==> config.mk <==
export PLATFORM = sky130hd
export DESIGN_NAME = rom_leb128_reader
export DESIGN_NICKNAME = d
export VERILOG_FILES = /design/src/rtl/rom_leb128_reader.sv
export SDC_FILE = /design/constraint.sdc
export NUM_CORES = 1
export LEC_CHECK = 0
export CAP_MARGIN = 20
export CORE_ASPECT_RATIO = 0.8
export CORE_MARGIN = 5
export CORE_UTILIZATION = 49
export DETAILED_ROUTE_END_ITERATION = 6
export GPL_ROUTABILITY_DRIVEN = 0
export PLACE_DENSITY = 0.75
export SETUP_SLACK_MARGIN = 0.4
export SLEW_MARGIN = 10
export SYNTH_ARGS = -nofsm -noshare
export SYNTH_HDL_FRONTEND = slang
export SYNTH_SLANG_ARGS = --single-unit
==> constraint.sdc <==
create_clock -name clk -period 4 [get_ports clk]
set_input_delay 0.8 -clock clk [delete_from_list [all_inputs] [get_ports clk]]
set_output_delay 0.8 -clock clk [all_outputs]
set_load 0.02 [all_outputs]
==> src/rtl/rom_leb128_reader.sv <==
// rom_leb128_reader: fetches consecutive bytes from a byte ROM and decodes one
// LEB128 integer (unsigned or signed, up to 32 bits). It reports the value,
// the address just past the encoding and an error flag.
//
// ROM handshake (initiator side): rom_addr/rom_read_en are presented and held
// stable for the whole wait; the responder returns rom_data together with a
// one-cycle rom_ready pulse. rom_read_en drops for the cycle in which the next
// address is set up, so every byte is a separate request window. rom_ready is
// ignored unless a request is outstanding.
module rom_leb128_reader #(
  parameter int ADDR_W    = 32,
  parameter int MAX_BYTES = 5,
  parameter int TIMEOUT   = 16
) (
  input  logic              clk,
  input  logic              rst_n,
  input  logic              start,
  input  logic [ADDR_W-1:0] start_addr,
  input  logic              signed_mode,
  output logic [ADDR_W-1:0] rom_addr,
  output logic              rom_read_en,
  input  logic [7:0]        rom_data,
  input  logic              rom_ready,
  output logic              busy,
  output logic              done,
  output logic [31:0]       value,
  output logic [ADDR_W-1:0] next_addr,
  output logic              error
);

  localparam int CNT_W = $clog2(MAX_BYTES + 1);
  localparam int TMO_W = $clog2(TIMEOUT + 1);
  // Wide enough that a 7-bit group shifted to its slot never overflows
  localparam int SH_W  = 7 * MAX_BYTES + 32;

  typedef enum logic [1:0] {IDLE, REQ, WAIT, FIN} state_t;

  state_t            state;
  logic [ADDR_W-1:0] base_addr;
  logic [ADDR_W-1:0] cur_addr;
  logic              sign_q;
  logic              err_q;
  logic              last_b6;
  logic [31:0]       acc;
  logic [CNT_W-1:0]  count;
  logic [TMO_W-1:0]  tmo;

  logic [7:0]        shamt;
  logic [SH_W-1:0]   payload_wide;
  logic [31:0]       acc_next;
  logic              final_slot;
  logic              range_bad;
  logic              overlong;
  logic              last_byte;
  logic [31:0]       fin_value;

  // Byte-accept datapath: place the 7-bit group, check the top-byte range
  // and decide whether this byte ends the encoding.
  always_comb begin
    shamt        = 8'd7 * 8'(count);
    payload_wide = SH_W'(rom_data[6:0]) << shamt;
    acc_next     = acc | payload_wide[31:0];
    final_slot   = (32'(count) + 1 >= MAX_BYTES);
    overlong     = rom_data[7] && final_slot;
    last_byte    = !rom_data[7] || final_slot;
    range_bad    = 1'b0;
    if (32'(count) == 4) begin
      if (sign_q) range_bad = (rom_data[6:3] != 4'h0) && (rom_data[6:3] != 4'hF);
      else        range_bad = (rom_data[6:4] != 3'h0);
    end
    // In FIN, count holds the bytes consumed, so shamt is the extension point
    fin_value = acc;
    if (sign_q && !err_q && last_b6 && (shamt < 8'd32))
      fin_value = acc | (32'hFFFF_FFFF << shamt);
  end

  // Decoder FSM with registered handshake and result outputs
  always_ff @(posedge clk or negedge rst_n) begin
    if (!rst_n) begin
      state       <= IDLE;
      base_addr   <= '0;
      cur_addr    <= '0;
      sign_q      <= 1'b0;
      err_q       <= 1'b0;
      last_b6     <= 1'b0;
      acc         <= '0;
      count       <= '0;
      tmo         <= '0;
      rom_addr    <= '0;
      rom_read_en <= 1'b0;
      busy        <= 1'b0;
      done        <= 1'b0;
      value       <= '0;
      next_addr   <= '0;
      error       <= 1'b0;
    end else begin
      done <= 1'b0;
      case (state)
        IDLE: begin
          if (start) begin
            base_addr <= start_addr;
            cur_addr  <= start_addr;
            sign_q    <= signed_mode;
            acc       <= '0;
            count     <= '0;
            err_q     <= 1'b0;
            last_b6   <= 1'b0;
            busy      <= 1'b1;
            state     <= REQ;
          end
        end
        REQ: begin
          rom_addr    <= cur_addr;
          rom_read_en <= 1'b1;
          tmo         <= '0;
          state       <= WAIT;
        end
        WAIT: begin
          if (rom_ready) begin
            acc         <= acc_next;
            count       <= count + 1'b1;
            cur_addr    <= cur_addr + 1'b1;
            last_b6     <= rom_data[6];
            rom_read_en <= 1'b0;
            if (overlong || range_bad) err_q <= 1'b1;
            state       <= last_byte ? FIN : REQ;
          end else if (tmo == TMO_W'(TIMEOUT - 1)) begin
            err_q       <= 1'b1;
            rom_read_en <= 1'b0;
            state       <= FIN;
          end else begin
            tmo <= tmo + 1'b1;
          end
        end
        FIN: begin
          rom_read_en <= 1'b0;
          done        <= 1'b1;
          busy        <= 1'b0;
          value       <= fin_value;
          next_addr   <= base_addr + ADDR_W'(count);
          error       <= err_q;
          state       <= IDLE;
        end
        default: state <= IDLE;
      endcase
    end
  end

endmodule

After elaboration in Yosys (flattened, before gate mapping):

Index checks and enable logic that the tools add are counted.
Widths: inputs -> output; s select.

* bits in registers: 209
* output and inout bits: 100
* word-level logic and storage cells: 96

* add/sub/neg operators: 5
* multiply operators: 1
* order comparisons: 2
* equal/unequal tests: 12
* shifts and indexed selects: 2
* multiplexer cells: 33
* bitwise operators: 2
* reduce and logical (&&, ||, !) cells: 23

Operator list (count)
* $mux 32: 5
* $pmux 32 s2: 2
* $or 32x32->32: 2
* $add 32x1->32 const B: 1
* $add 32x3->32: 1
* $shl 32x6->32 const A: 1
* $shl 7x6->32: 1
* $mux 1: 11
* $mux 5: 2
* $pmux 5 s2: 1
* $mux 2: 4
* $ne 2x2->1 const B: 4
* $pmux 2 s4: 1
* $reduce_and 2->1: 4
* $lt 6x6->1 const B: 1
* $mul 3x3->6 const A: 1
* $mux 3: 2
* $ne 3x3->1 const B: 2
* $pmux 1 s2: 3
* $pmux 3 s2: 1
* $reduce_and 3->1: 2
* $reduce_bool 2->1: 3
* $reduce_bool 3->1: 2
* $add 5x1->5 const B: 1
* 15 further kinds: 22

Logic depth before layout (Yosys ltp):

Gate-level depths: netlist of the first run.

* depth in word-level cells: 8
* gate-level depth with buffers: 12
* mapped depth without buffers: 11

Worst setup path after synthesis of the first run:

Ideal clock, no wire load.

* path type: flip-flop to flip-flop
* start point: register count[2]
* end point: register value[26]
* library setup time: 135 ps
* data arrival time: 2847 ps
* required time: 3865 ps
* slack: 1018 ps
* stages on the path, launching flop included: 13
* buffers on the path: 2
* clock period less this slack: 2982 ps
* cell sequence: dfrtp_1 clkbuf_1 inv_1 fa_1 inv_1 ha_1 inv_1 fa_1 xnor2_1 clkbuf_1 nand2_1 a21oi_1 o21ai_0

* word-level cells in the longest chain between the ends: 4
* elaborated cells on any way between the ends: 6

Ends and longest elaborated chain
* from (decl): RTL line 45 `logic [CNT_W-1:0] count;`
* from (signal assigned): RTL line 121 `count <= count + 1'b1;`
* $mul 3x3->6 (*): RTL line 60 `shamt = 8'd7 * 8'(count);`
* $shl 32x6->32 / $lt 6x6->1 (equally long branches): RTL line 74, 73
* $or 32x32->32 / $logic_and 1x1->1 (equally long branches): RTL line 74, 73
* $mux 32 (*): RTL line 73 `if (sign_q && !err_q && last_b6 && (shamt < 8'd32))`
* to (signal assigned): RTL line 139 `value <= fin_value;`
* to (decl): RTL line 26 `output logic [31:0] value,`

Mark *: on every way between the ends. The rest lies on a longest branch, timed or not.
A chain may end at the register's enable or synchronous reset.

Worst setup path in the final report of the first run:

* start point: register count[2]
* end point: register value[2]

The elaborated chain is that of the path after synthesis.

==> metrics.log, run 1 <==
INFO  metric setup_total_negative_slack = 0 ns
INFO  metric synthesis.area_per_instance = 9.59 um^2
INFO  metric detail_route.vias_per_cell = 5.78
INFO  metric cts_buffer_depth = 3
INFO  metric drtPass1Iterations = 5
INFO  metric remaining_drc_errors = 0
INFO  metric floorplan.io_pins = 145
INFO  metric worstSetupPathType = reg -> reg
INFO  metric timing.critical_path.to_type = flop
INFO  metric synthFlopType = dfrtp_1
INFO  metric largest_net_degree_at_the_start_of_global_routing = 106
INFO  metric layout.cells.non_filler = 1437
INFO  metric grt_antenna_before_repair = 1
INFO  metric ctsHtreeMaxLevel = 1
INFO  metric utilization = 62.2%
INFO  metric final_min_period_over_clock_period = 81.5%
INFO  metric post_cts_hold_buffer_count = 0
INFO  metric vias = just over 8k
INFO  metric numnets_final = roughly 1.2k
INFO  metric syn-cell-area = 9860 um^2
INFO  metric clock_tree.root_cell = clkbuf_16
INFO  metric clk_pin_slew_worst_paths = 0.06 ns
INFO  metric fp.dieW = 169 um
INFO  metric postSynthRegisterBits = ~210
INFO  metric drive_above_1_share = 9.22%
INFO  metric synth_top_cell_area_share = between 50% and 60%
INFO  metric cts-resized-gates = 0
INFO  metric areaGrowthSynthToFinish = 24.9%
INFO  metric cts.repair_timing.setup_buffer_count = 0
INFO  metric placed_cell_area = approximately 12000 um^2
INFO  metric synth_simple_gate_area_share = 21.0%
INFO  metric numCtsBuffers = 23
INFO  metric synth_top_family_by_area = simple AND/OR/NAND/NOR gates
INFO  metric cellPowerDensity = 824 nW/um^2
INFO  metric wire_per_inst = around 19 um
INFO  metric report.power.total = around 10 mW
INFO  metric detail_route.wirelength = 26.7 mm
INFO  metric grt_first_pass_wirelength = 43.3 mm
INFO  metric setup.worst_path.start_class = flop
INFO  metric arrival = 3.68 ns
INFO  metric layout_commonest_cell = nand2_1
INFO  metric synth_compound_area_share = ~14%
INFO  metric finalCriticalPeriod = 3.26 ns
INFO  metric skew_pair_late_insertion_delay = 0.52 ns
INFO  metric drt-initial-drc-count = 853
INFO  metric clkSinkCount = 209
INFO  metric report.final.setup_viol = 0
INFO  metric coreArea = 19800 um^2
INFO  metric yosys_warnings = 0
INFO  metric status = finished clean
INFO  metric fp-row-count = 46
INFO  metric initial_core_util = 49.8%
INFO  metric timing.critical_path.required = 4.42 ns
INFO  metric grtUsageTotal = 23.1%
INFO  metric mux_share_of_post_synthesis_cell_area = 3.85%
INFO  metric max_cap_viol_count = 0
INFO  metric synth-edff-count = 0
INFO  metric layout.cell_area.non_filler = 12300 um^2
INFO  metric place.detailed.hpwl = 18.6 mm
INFO  metric async_reset_ff_share = 100%
INFO  metric preCtsSetupSlack = 0.823 ns
INFO  metric achievable-frequency = 307 MHz
INFO  metric synth_cells = a little over 1k
INFO  metric power.static_leakage = approximately 5.3 nW
INFO  metric synth_cell_types = 69
INFO  metric mappedNetlistNets = 1091
INFO  metric globalRoute.totalOverflow = 0
INFO  metric synth.area.top_cells = dfrtp_1 53%, nand2_1 8.8%, o21ai_0 4.2%, mux2_2 3.5%, a21oi_1 3.5%
INFO  metric residual_antenna_violating_net_count_after_detailed_routing = 0
INFO  metric worst_hold_slack = 0.349 ns
INFO  metric max_slew.worst_pin.slew = 0.918 ns
INFO  metric grt_pass1_vias = 7919
INFO  metric cts_tree = done
INFO  metric synthAdderAreaFrac = about 2.6%
INFO  metric worstHoldPathType = in -> async
INFO  metric synth_xor_xnor_area_share = 2.75%
INFO  metric count_of_final_hold_check_violations = 0
INFO  metric finClkSkew = ~0.016 ns
INFO  metric post-route-worst-setup-slack = approximately 0.74 ns
INFO  metric drv_slew = 0
INFO  metric worstPathMaxFanout = 17
INFO  metric numPortBuffers = 144
INFO  metric max_slew_margin = 38.3%
INFO  metric dp_cells = roughly 1.4k
INFO  metric die_area = 23100 um^2
INFO  metric max_ir_drop_vdd = 0.467 mV
INFO  metric floorplan.die.height = roughly 140 um
INFO  metric ys_seq_area_share = between 50% and 60%
INFO  metric rsz0062_at_grt = false
INFO  metric yosysTopAreaCell = dfrtp_1
INFO  metric mostFrequentLayoutCells = 230 x nand2_1, 209 x dfrtp_1, 143 x clkdlybuf4s50_1
synth_stat cells (5+ instances only):
library cell and count:
nand2_1 231, dfrtp_1 209, o21ai_0 83, a21oi_1 68, nor2_1 65, clkbuf_1 41, nand3_1 38, mux2_2 31
nand4_1 19, xor2_1 18, a31oi_1 16, and3_1 15, a22o_1 14, ha_1 14, nor3_1 14, xnor2_1 13
buf_2 12, inv_1 12, and4_1 8, a2bb2oi_1 7, o22ai_1 7, a22oi_1 5
report_power, final:
part,leakage (nW),internal (mW),switching (mW)
sequential,2.63,2.96,0.832
clock,0.369,1.24,0.851
combinational,2.35,1.80,2.45
state kept, by name, summed over array words and instances (netlist names), 3 cells and up:
signal and count:
cur_addr 32, count 3, next_addr 32, acc 32, tmo 5, value 32
rom_addr 32, base_addr 32
cells by family (layout without fill, tap and decap cells):
family          after synthesis  count (layout)
simple gates                436             436
compound gates              230             230
flops                       209             209
buf+inv                      70             214
mux                          34              34
xor+xnor                     31              31
fa+ha+maj                    18              18
other cells                   0               1
per-layer routing:
layer  vias to the layer above  GRT usage, %  wire length (um)
li1                       3893             -                 -
met1                      4013          36.9             12900
met2                       365          32.3             11000
met3                        41          4.33              2170
met4                         0          5.41               563
met5                         -             0                 0
critical path, cell delays in order, from the launching register on:
cell and delay, ns:
dfrtp_1 0.65, inv_1 0.26, fa_1 0.48, inv_1 0.08, ha_1 0.17, inv_1 0.05, fa_1 0.37, xnor2_1 0.14
buf_4 0.20, nor3_1 0.17, buf_4 0.23, nand2_1 0.12, o31ai_1 0.22
worst paths after layout:
check	start	end	slack, ns	depth (start not counted)
hold / removal	rst_n	rom_addr[13]$_DFFE_PN0P_	0.35	1
setup reg to reg	count[2]$_DFFE_PN0P_	value[2]$_DFFE_PN0P_	0.74	12
hold reg to reg	value[15]$_DFFE_PN0P_	value[15]$_DFFE_PN0P_	0.48	2
max in group asynchronous	rst_n	value[1]$_DFFE_PN0P_	2.51	2
setup / recovery	count[2]$_DFFE_PN0P_	value[2]$_DFFE_PN0P_	0.74	12
min in group clk	value[15]$_DFFE_PN0P_	value[15]$_DFFE_PN0P_	0.48	2
cell type report:
type	instances	area [um^2]
inverter	14	52.6
fill	1669	7490
sequential	209	5230
antenna	1	2.50
tap	264	330
clock inverter	5	65.1
clock buffer	35	681
multi-input combinational	749	4370
timing repair buffer	160	1580
Power figures use the tool's default switching activity.
==> inputs of run 2 (changes only) <==
- clock period: 4 -> 3.35 ns (I/O delays scaled with it)
==> run 2 against run 1 <==
Sequential power up 18%. Critical path depth decreased by 1. Clock power rose by 22%. Worst hold slack worse by 0.18 ns. Clock skew down 0.0062 ns. Sequential cell count unchanged. Largest cell class unchanged. Worst setup slack worse by 0.18 ns. Die area unchanged. Combinational power rose by 22%. Wire length increased by 1.4%. Power up 21%. Critical endpoint is now value[16]$_DFFE_PN0P_. Cell area rose by 1.4%.
==> metrics.log, run 2 (same netlist as run 1, synthesis figures left out) <==
INFO  metric grt_pass1_vias = 8058 (+1.8%)
INFO  metric power.clock.fraction = 20.8% (+0.2 points)
INFO  metric switchingPower = 4.98 mW (+20%)
INFO  metric count_of_final_hold_check_violations = 0 (unchanged)
INFO  metric cellPowerDensity = 980 nW/um^2 (+19%)
INFO  metric numCtsBuffers = 23 (unchanged)
INFO  metric p_comb_share = 42.4% (+0.4 points)
INFO  metric layout_commonest_cell = nand2_1
INFO  metric cts_buffer_depth = 3 (unchanged)
INFO  metric grt_antenna_before_repair = 0 (-1)
INFO  metric vias = 8354 (+0.51%)
INFO  metric setup.worst_path.start_class = flop
INFO  metric floorplan.io_pins = 145 (unchanged)
INFO  metric detail_route.wirelength = 27.1 mm (+1.4%)
INFO  metric report.power.total = 12.2 mW (+21%)
INFO  metric worstSetupPathType = reg -> reg
INFO  metric seqPwrFrac = 36.7% (-0.7 points)
INFO  metric skew_pair_late_insertion_delay = 0.51 ns (about the same)
INFO  metric arrival = 3.20 ns (-0.48 ns)
INFO  metric setup_total_negative_slack = 0 ns (unchanged)
INFO  metric numnets_final = 1236 (+1.3%)
INFO  metric grtUsageTotal = 23.6% (+0.54 points)
INFO  metric max_slew_margin = 39.8% (+1.5 points)
INFO  metric max_slew.worst_pin.slew = 0.903 ns (-0.0145 ns)
INFO  metric remaining_drc_errors = 0 (unchanged)
INFO  metric initial_core_util = 49.8% (unchanged)
INFO  metric fp-row-count = 46 (unchanged)
INFO  metric floorplan.die.height = 137 um (unchanged)
INFO  metric utilization = 63.1% (+0.90 points)
INFO  metric cts_tree = done
INFO  metric detail_route.vias_per_cell = 5.75 (-0.67%)
INFO  metric timing.reg2reg.worst_path_depth = 11 (-1)
INFO  metric report.final.setup_viol = 0 (unchanged)
INFO  metric antennaDiodeCount = 0 (-1)
INFO  metric worstPathMaxFanout = 11 (-6)
INFO  metric drtPass1Iterations = 5 (unchanged)
INFO  metric rsz0062_at_grt = true
INFO  metric status = finished clean
INFO  metric coreArea = 19800 um^2 (unchanged)
INFO  metric max_ir_drop_vdd = 0.521 mV (+12%)
INFO  metric residual_antenna_violating_net_count_after_detailed_routing = 0 (unchanged)
INFO  metric max_cap_viol_count = 0 (unchanged)
INFO  metric clkSinkCount = 209 (unchanged)
INFO  metric final_min_period_over_clock_period = 83.1% (+1.7 points)
INFO  metric r2r_end = value[16]$_DFFE_PN0P_
INFO  metric post_cts_hold_buffer_count = 0 (unchanged)
INFO  metric drt-initial-drc-count = 865 (+1.4%)
INFO  metric clk_pin_slew_worst_paths = 0.06 ns (about the same)
INFO  metric rr_startpoint = count[0]$_DFFE_PN0P_
INFO  metric cellInternalPower = 7.26 mW (+21%)
INFO  metric ctsHtreeMaxLevel = 1 (unchanged)
INFO  metric clock_tree.root_cell = clkbuf_16
INFO  metric rrSetupSlack = 0.57 ns (-0.18 ns)
INFO  metric mostFrequentLayoutCells = 230 x nand2_1, 209 x dfrtp_1, 143 x clkdlybuf4s50_1
INFO  metric grt_first_pass_wirelength = 43.9 mm (+1.5%)
INFO  metric fp.dieW = 169 um (unchanged)
INFO  metric die_area = 23100 um^2 (unchanged)
INFO  metric finalCriticalPeriod = 2.78 ns (-0.474 ns)
INFO  metric areaGrowthSynthToFinish = 26.7%
INFO  metric wire_per_inst = 18.6 um (+0.22%)
INFO  metric finClkSkew = 0.0101 ns (-0.00622 ns)
INFO  metric fillerInstances = 1646 (-1.4%)
INFO  metric power.static_leakage = 5.44 nW (+1.8%)
INFO  metric drive_above_1_share = 11.3% (+2.0 points)
INFO  metric power.share.switching = 40.7% (-0.092 points)
INFO  metric place.detailed.hpwl = 18.9 mm (+1.6%)
INFO  metric largest_net_degree_at_the_start_of_global_routing = 80 (-25%)
INFO  metric numPortBuffers = 144 (unchanged)
INFO  metric globalRoute.totalOverflow = 0 (unchanged)
INFO  metric worstHoldPathType = in -> async
INFO  metric timing.critical_path.to_type = flop
INFO  metric drv_slew = 0 (unchanged)
INFO  metric achievable-frequency = 359 MHz (+17%)
INFO  metric timing.critical_path.required = 3.76 ns (-0.66 ns)
-- run 2: cell count changes in the layout (fill, tap and decap cells not counted), sizes merged --
cell      delta
clkbuf       -8
diode        -1
buf         +16
clkinv       +4
bufinv       +1
clkinvlp     +5
-- run 2: area by class of cell --
class	count	area, um^2	area share (%)
multi-input cells	749	4400	35.2
flip-flops and latches	209	5230	41.9
well taps	264	330	2.64
clock inverters	15	141	1.13
inverters	14	52.6	0.421
clock buffers	27	631	5.05
repair buffers	176	1710	13.7
-- run 2: through the flow --
stage	hold slack (ns)	worst slack (ns)	cell area, um^2	std cells
after global routing	0.218	0.326	12500	1454
after detailed placement	0.463	0.323	11700	1405
final	0.172	0.566	12500	1454
after global placement	0.455	0.437	11700	1405
after CTS	0.186	0.462	12400	1447
after floorplan	0.374	0.432	9870	1028
-- run 2: repair_timing --
item / in CTS / in global routing
setup endpoints to repair: 11 / 23
resized for setup: 1 / 1
pin swaps: 0 / 2
buffers inserted: 0 / 7
-- run 2: metal layers --
layer	share of wire (%)	track usage (%)	vias up
met4	2.1	4.87	0
li1	-	-	3907
met3	9.8	4.71	43
met5	0	0	-
met1	47	38.2	3991
met2	41	32.7	413
-- run 2: worst max path at each step --
stage                         startpoint                    end  slack [ns]  cells after the start
floorplan           count[2]$_DFFE_PN0P_   value[1]$_DFFE_PN0P_        0.43                     12
global placement    count[0]$_DFFE_PN0P_   value[0]$_DFFE_PN0P_        0.44                     11
detailed placement  count[0]$_DFFE_PN0P_   value[5]$_DFFE_PN0P_        0.32                     11
CTS                 count[0]$_DFFE_PN0P_  value[16]$_DFFE_PN0P_        0.46                     11
global route        count[0]$_DFFE_PN0P_  value[16]$_DFFE_PN0P_        0.33                     11
finish              count[0]$_DFFE_PN0P_  value[16]$_DFFE_PN0P_        0.57                     11
-- run 2: critical path, stage by stage (launching register included) --
cell and delay, ns:
dfrtp_1 0.37, inv_1 0.21, fa_1 0.43, inv_1 0.07, ha_1 0.15, inv_1 0.07, fa_2 0.72, nor2b_1 0.25
nand2_1 0.09, nand2_1 0.08, a21oi_1 0.06, o21ai_0 0.19
-- run 2: power by group through the flow --
stage          logic, mW  registers, mW  clock network [mW]
2_1_floorplan       2.66           4.83                   0
3_3_place_gp        5.01           4.47                   0
4_1_cts             5.16           4.48                2.58
3_5_place_dp        5.10           4.50                   0
5_1_grt             5.70           4.64                2.70
6_report            5.19           4.50                2.55
==> inputs of run 3 (changes only) <==
- PLACE_DENSITY: 0.75 -> 0.78
- clock period: 3.35 -> 2.5 ns (I/O delays scaled with it)
==> run 3 against run 2 <==
Worst hold slack gained 0.30 ns. Core utilization is 2.2 points higher. Sequential power rose by 34%. First-iteration DRC count down 6.1%. The flow now finishes with violations (negative setup slack). Critical path depth is the same. Highest routed layer unchanged. Critical endpoint is now value[2]$_DFFE_PN0P_.
==> metrics.log, run 3 (same netlist as run 1, synthesis figures left out) <==
INFO  metric worst_hold_slack = 0.473 ns (+0.301 ns)
INFO  metric wire_per_inst = 19.0 um (+2.1%)
INFO  metric mostFrequentLayoutCells = 226 x nand2_1, 206 x dfrtp_1, 142 x clkdlybuf4s50_1
INFO  metric achievable-frequency = 387 MHz (+7.9%)
INFO  metric startpoint = count[1]$_DFFE_PN0P_
INFO  metric worstHoldPathType = reg -> reg
INFO  metric worstPathCellList = inv_2 -> fa_1 -> inv_1 -> ha_2 -> inv_2 -> fa_2 -> xnor2_4 -> nor3_4 -> buf_6 -> nand2_4 -> o31ai_1
INFO  metric worst-path-buf-inv = 4 (+1)
INFO  metric setup.worst_path.start_class = flop
INFO  metric rr_startpoint = count[1]$_DFFE_PN0P_
INFO  metric grt_antenna_before_repair = 0 (unchanged)
INFO  metric drv_slew = 0 (unchanged)
INFO  metric worstPathMaxFanout = 7 (-4)
INFO  metric place.detailed.hpwl = 19.3 mm (+1.7%)
INFO  metric dp_cells = 1423 (+1.3%)
INFO  metric post-route-worst-setup-slack = -0.0813 ns (-0.647 ns)
INFO  metric cellPowerDensity = 1320 nW/um^2 (+34%)
INFO  metric cts_tree = done
INFO  metric max_slew_margin = 56.2% (+16 points)
INFO  metric hold_path_startpoint = value[31]$_DFFE_PN0P_
INFO  metric timing.critical_path.to_type = flop
INFO  metric cpPeakStageDelay = 0.43 ns (-0.29 ns)
INFO  metric numnets_final = 1255 (+1.5%)
INFO  metric remaining_drc_errors = 0 (unchanged)
INFO  metric top_signal_layer_used = met4
INFO  metric die_area = 23100 um^2 (unchanged)
INFO  metric drive_above_1_share = 16.1% (+4.8 points)
INFO  metric grt_first_pass_wirelength = 44.3 mm (+0.86%)
INFO  metric worstSetupPathType = reg -> reg
INFO  metric met1_wire_length = 12.9 mm (+0.83%)
INFO  metric coreArea = 19800 um^2 (unchanged)
INFO  metric max_cap_viol_count = 0 (unchanged)
INFO  metric count_of_final_hold_check_violations = 0 (unchanged)
INFO  metric layout_commonest_cell = nand2_1
INFO  metric cts_buffer_depth = 3 (unchanged)
INFO  metric skew_pair_late_insertion_delay = 0.50 ns (about the same)
INFO  metric areaGrowthSynthToFinish = 31.1%
INFO  metric clk_pin_slew_worst_paths = 0.07 ns (about the same)
INFO  metric residual_antenna_violating_net_count_after_detailed_routing = 0 (unchanged)
INFO  metric floorplan.die.height = 137 um (unchanged)
INFO  metric rsz0062_at_grt = true
INFO  metric grtUsageTotal = 23.7% (+0.10 points)
INFO  metric antennaDiodeCount = 0 (unchanged)
INFO  metric power.static_leakage = 5.65 nW (+3.8%)
INFO  metric final_min_period_over_clock_period = 103% (+20 points)
INFO  metric numCtsBuffers = 22 (-4.3%)
INFO  metric max_slew.worst_pin.slew = 0.652 ns (-0.251 ns)
INFO  metric globalRoute.totalOverflow = 0 (unchanged)
INFO  metric floorplan.io_pins = 145 (unchanged)
INFO  metric critPathTopFamily = adder cells
INFO  metric finalCriticalPeriod = 2.58 ns (-0.203 ns)
INFO  metric fp-row-count = 46 (unchanged)
INFO  metric layout.cells.non_filler = 1472 (+1.2%)
INFO  metric report.final.setup_viol = 15 (+15)
INFO  metric clock_tree.root_cell = clkbuf_16
INFO  metric arrival = 2.98 ns (-0.22 ns)
INFO  metric detail_route.vias_per_cell = 5.78 (+0.67%)
INFO  metric wl_met2 = 11.8 mm (+6.8%)
INFO  metric crit_slowest_cell = fa_1
INFO  metric max_ir_drop_vdd = 0.739 mV (+42%)
INFO  metric drt-initial-drc-count = 812 (-6.1%)
INFO  metric grt_pass1_vias = 8189 (+1.6%)
INFO  metric utilization = 65.3% (+2.2 points)
INFO  metric status = finished, violations left
INFO  metric drtPass1Iterations = 5 (unchanged)
INFO  metric numPortBuffers = 144 (unchanged)
INFO  metric met3WireLength = 2.58 mm (-2.7%)
INFO  metric largest_net_degree_at_the_start_of_global_routing = 116 (+45%)
INFO  metric failed_checks = negative setup slack
INFO  metric critPathMostFrequentCell = inv_2
INFO  metric fillerInstances = 1571 (-4.6%)
INFO  metric ctsHtreeMaxLevel = 1 (unchanged)
INFO  metric initial_core_util = 49.8% (unchanged)
INFO  metric vias = 8514 (+1.9%)
INFO  metric placed_cell_area = 11900 um^2 (+1.8%)
INFO  metric detail_route.wirelength = 28.0 mm (+3.4%)
INFO  metric finClkSkew = 0.00833 ns (-0.00182 ns)
INFO  metric timing.critical_path.required = 2.90 ns (-0.86 ns)
INFO  metric clkSinkCount = 209 (unchanged)
INFO  metric layout.cell_area.non_filler = 12900 um^2 (+3.5%)
INFO  metric fp.dieW = 169 um (unchanged)
INFO  metric rrSetupSlack = -0.08 ns (-0.65 ns)
==> run 3: worst paths after layout <==
kind | to | cells past startpoint
max | value[2]$_DFFE_PN0P_ | 11
min | value[31]$_DFFE_PN0P_ | 2
max reg2reg | value[2]$_DFFE_PN0P_ | 11
min reg2reg | value[31]$_DFFE_PN0P_ | 2
max in group asynchronous | next_addr[13]$_DFFE_PN0P_ | 3
min in group asynchronous | rom_addr[29]$_DFFE_PN0P_ | 2
==> run 3: through the flow <==
| step | worst slack, ns | power (mW) | setup TNS (ns) |
|---|---|---|---|
| detailed placement | -0.0520 | 13.2 | -0.147 |
| finish | -0.0813 | 17.0 | -0.338 |
| floorplan | -0.0307 | 10.1 | -0.114 |
| global placement | 0.0577 | 13.0 | 0 |
| CTS | -0.00962 | 16.7 | -0.0188 |
| global route | -0.151 | 18.0 | -2.49 |
==> run 3: power breakdown <==
group	internal [mW]	switching, mW
clock network	2.06	1.34
registers	4.74	1.31
logic	3.30	4.25
==> run 3: what timing repair did <==
action | 4_1_cts | 5_1_grt
gates cloned | 0 | 1
pin swaps | 9 | 11
hold endpoints to repair | 19 | 0
buffers inserted | 3 | 4
hold buffers | 1 | 0
resized for setup | 22 | 44
setup endpoints to repair | 52 | 56
==> run 3: cell type report <==
cell class / instances / area [um^2] / area share (%)
clock buffer: 31 / 666 / 5.15
clock inverter: 9 / 98.8 / 0.765
tap: 264 / 330 / 2.55
inverter: 14 / 57.6 / 0.445
multi-input combinational: 749 / 4600 / 35.6
sequential: 209 / 5230 / 40.5
timing repair buffer: 196 / 1940 / 15.0
==> run 3: per-layer routing <==
layer	track usage [%]	up-vias
met2	33.3	397
met5	0	-
met4	6.58	0
met3	5.08	67
li1	-	3936
met1	37.1	4114
==> run 3: worst register-to-register path: cells and delay by family (launching register included) <==
kind	cells	cell delay, ns
adders and majority gates	3	0.98
DFF	1	0.41
buffers and inverters	4	0.36
and+or+nand+nor	2	0.31
AOI/OAI and AO/OA	1	0.22
xor gates and xnor gates	1	0.21
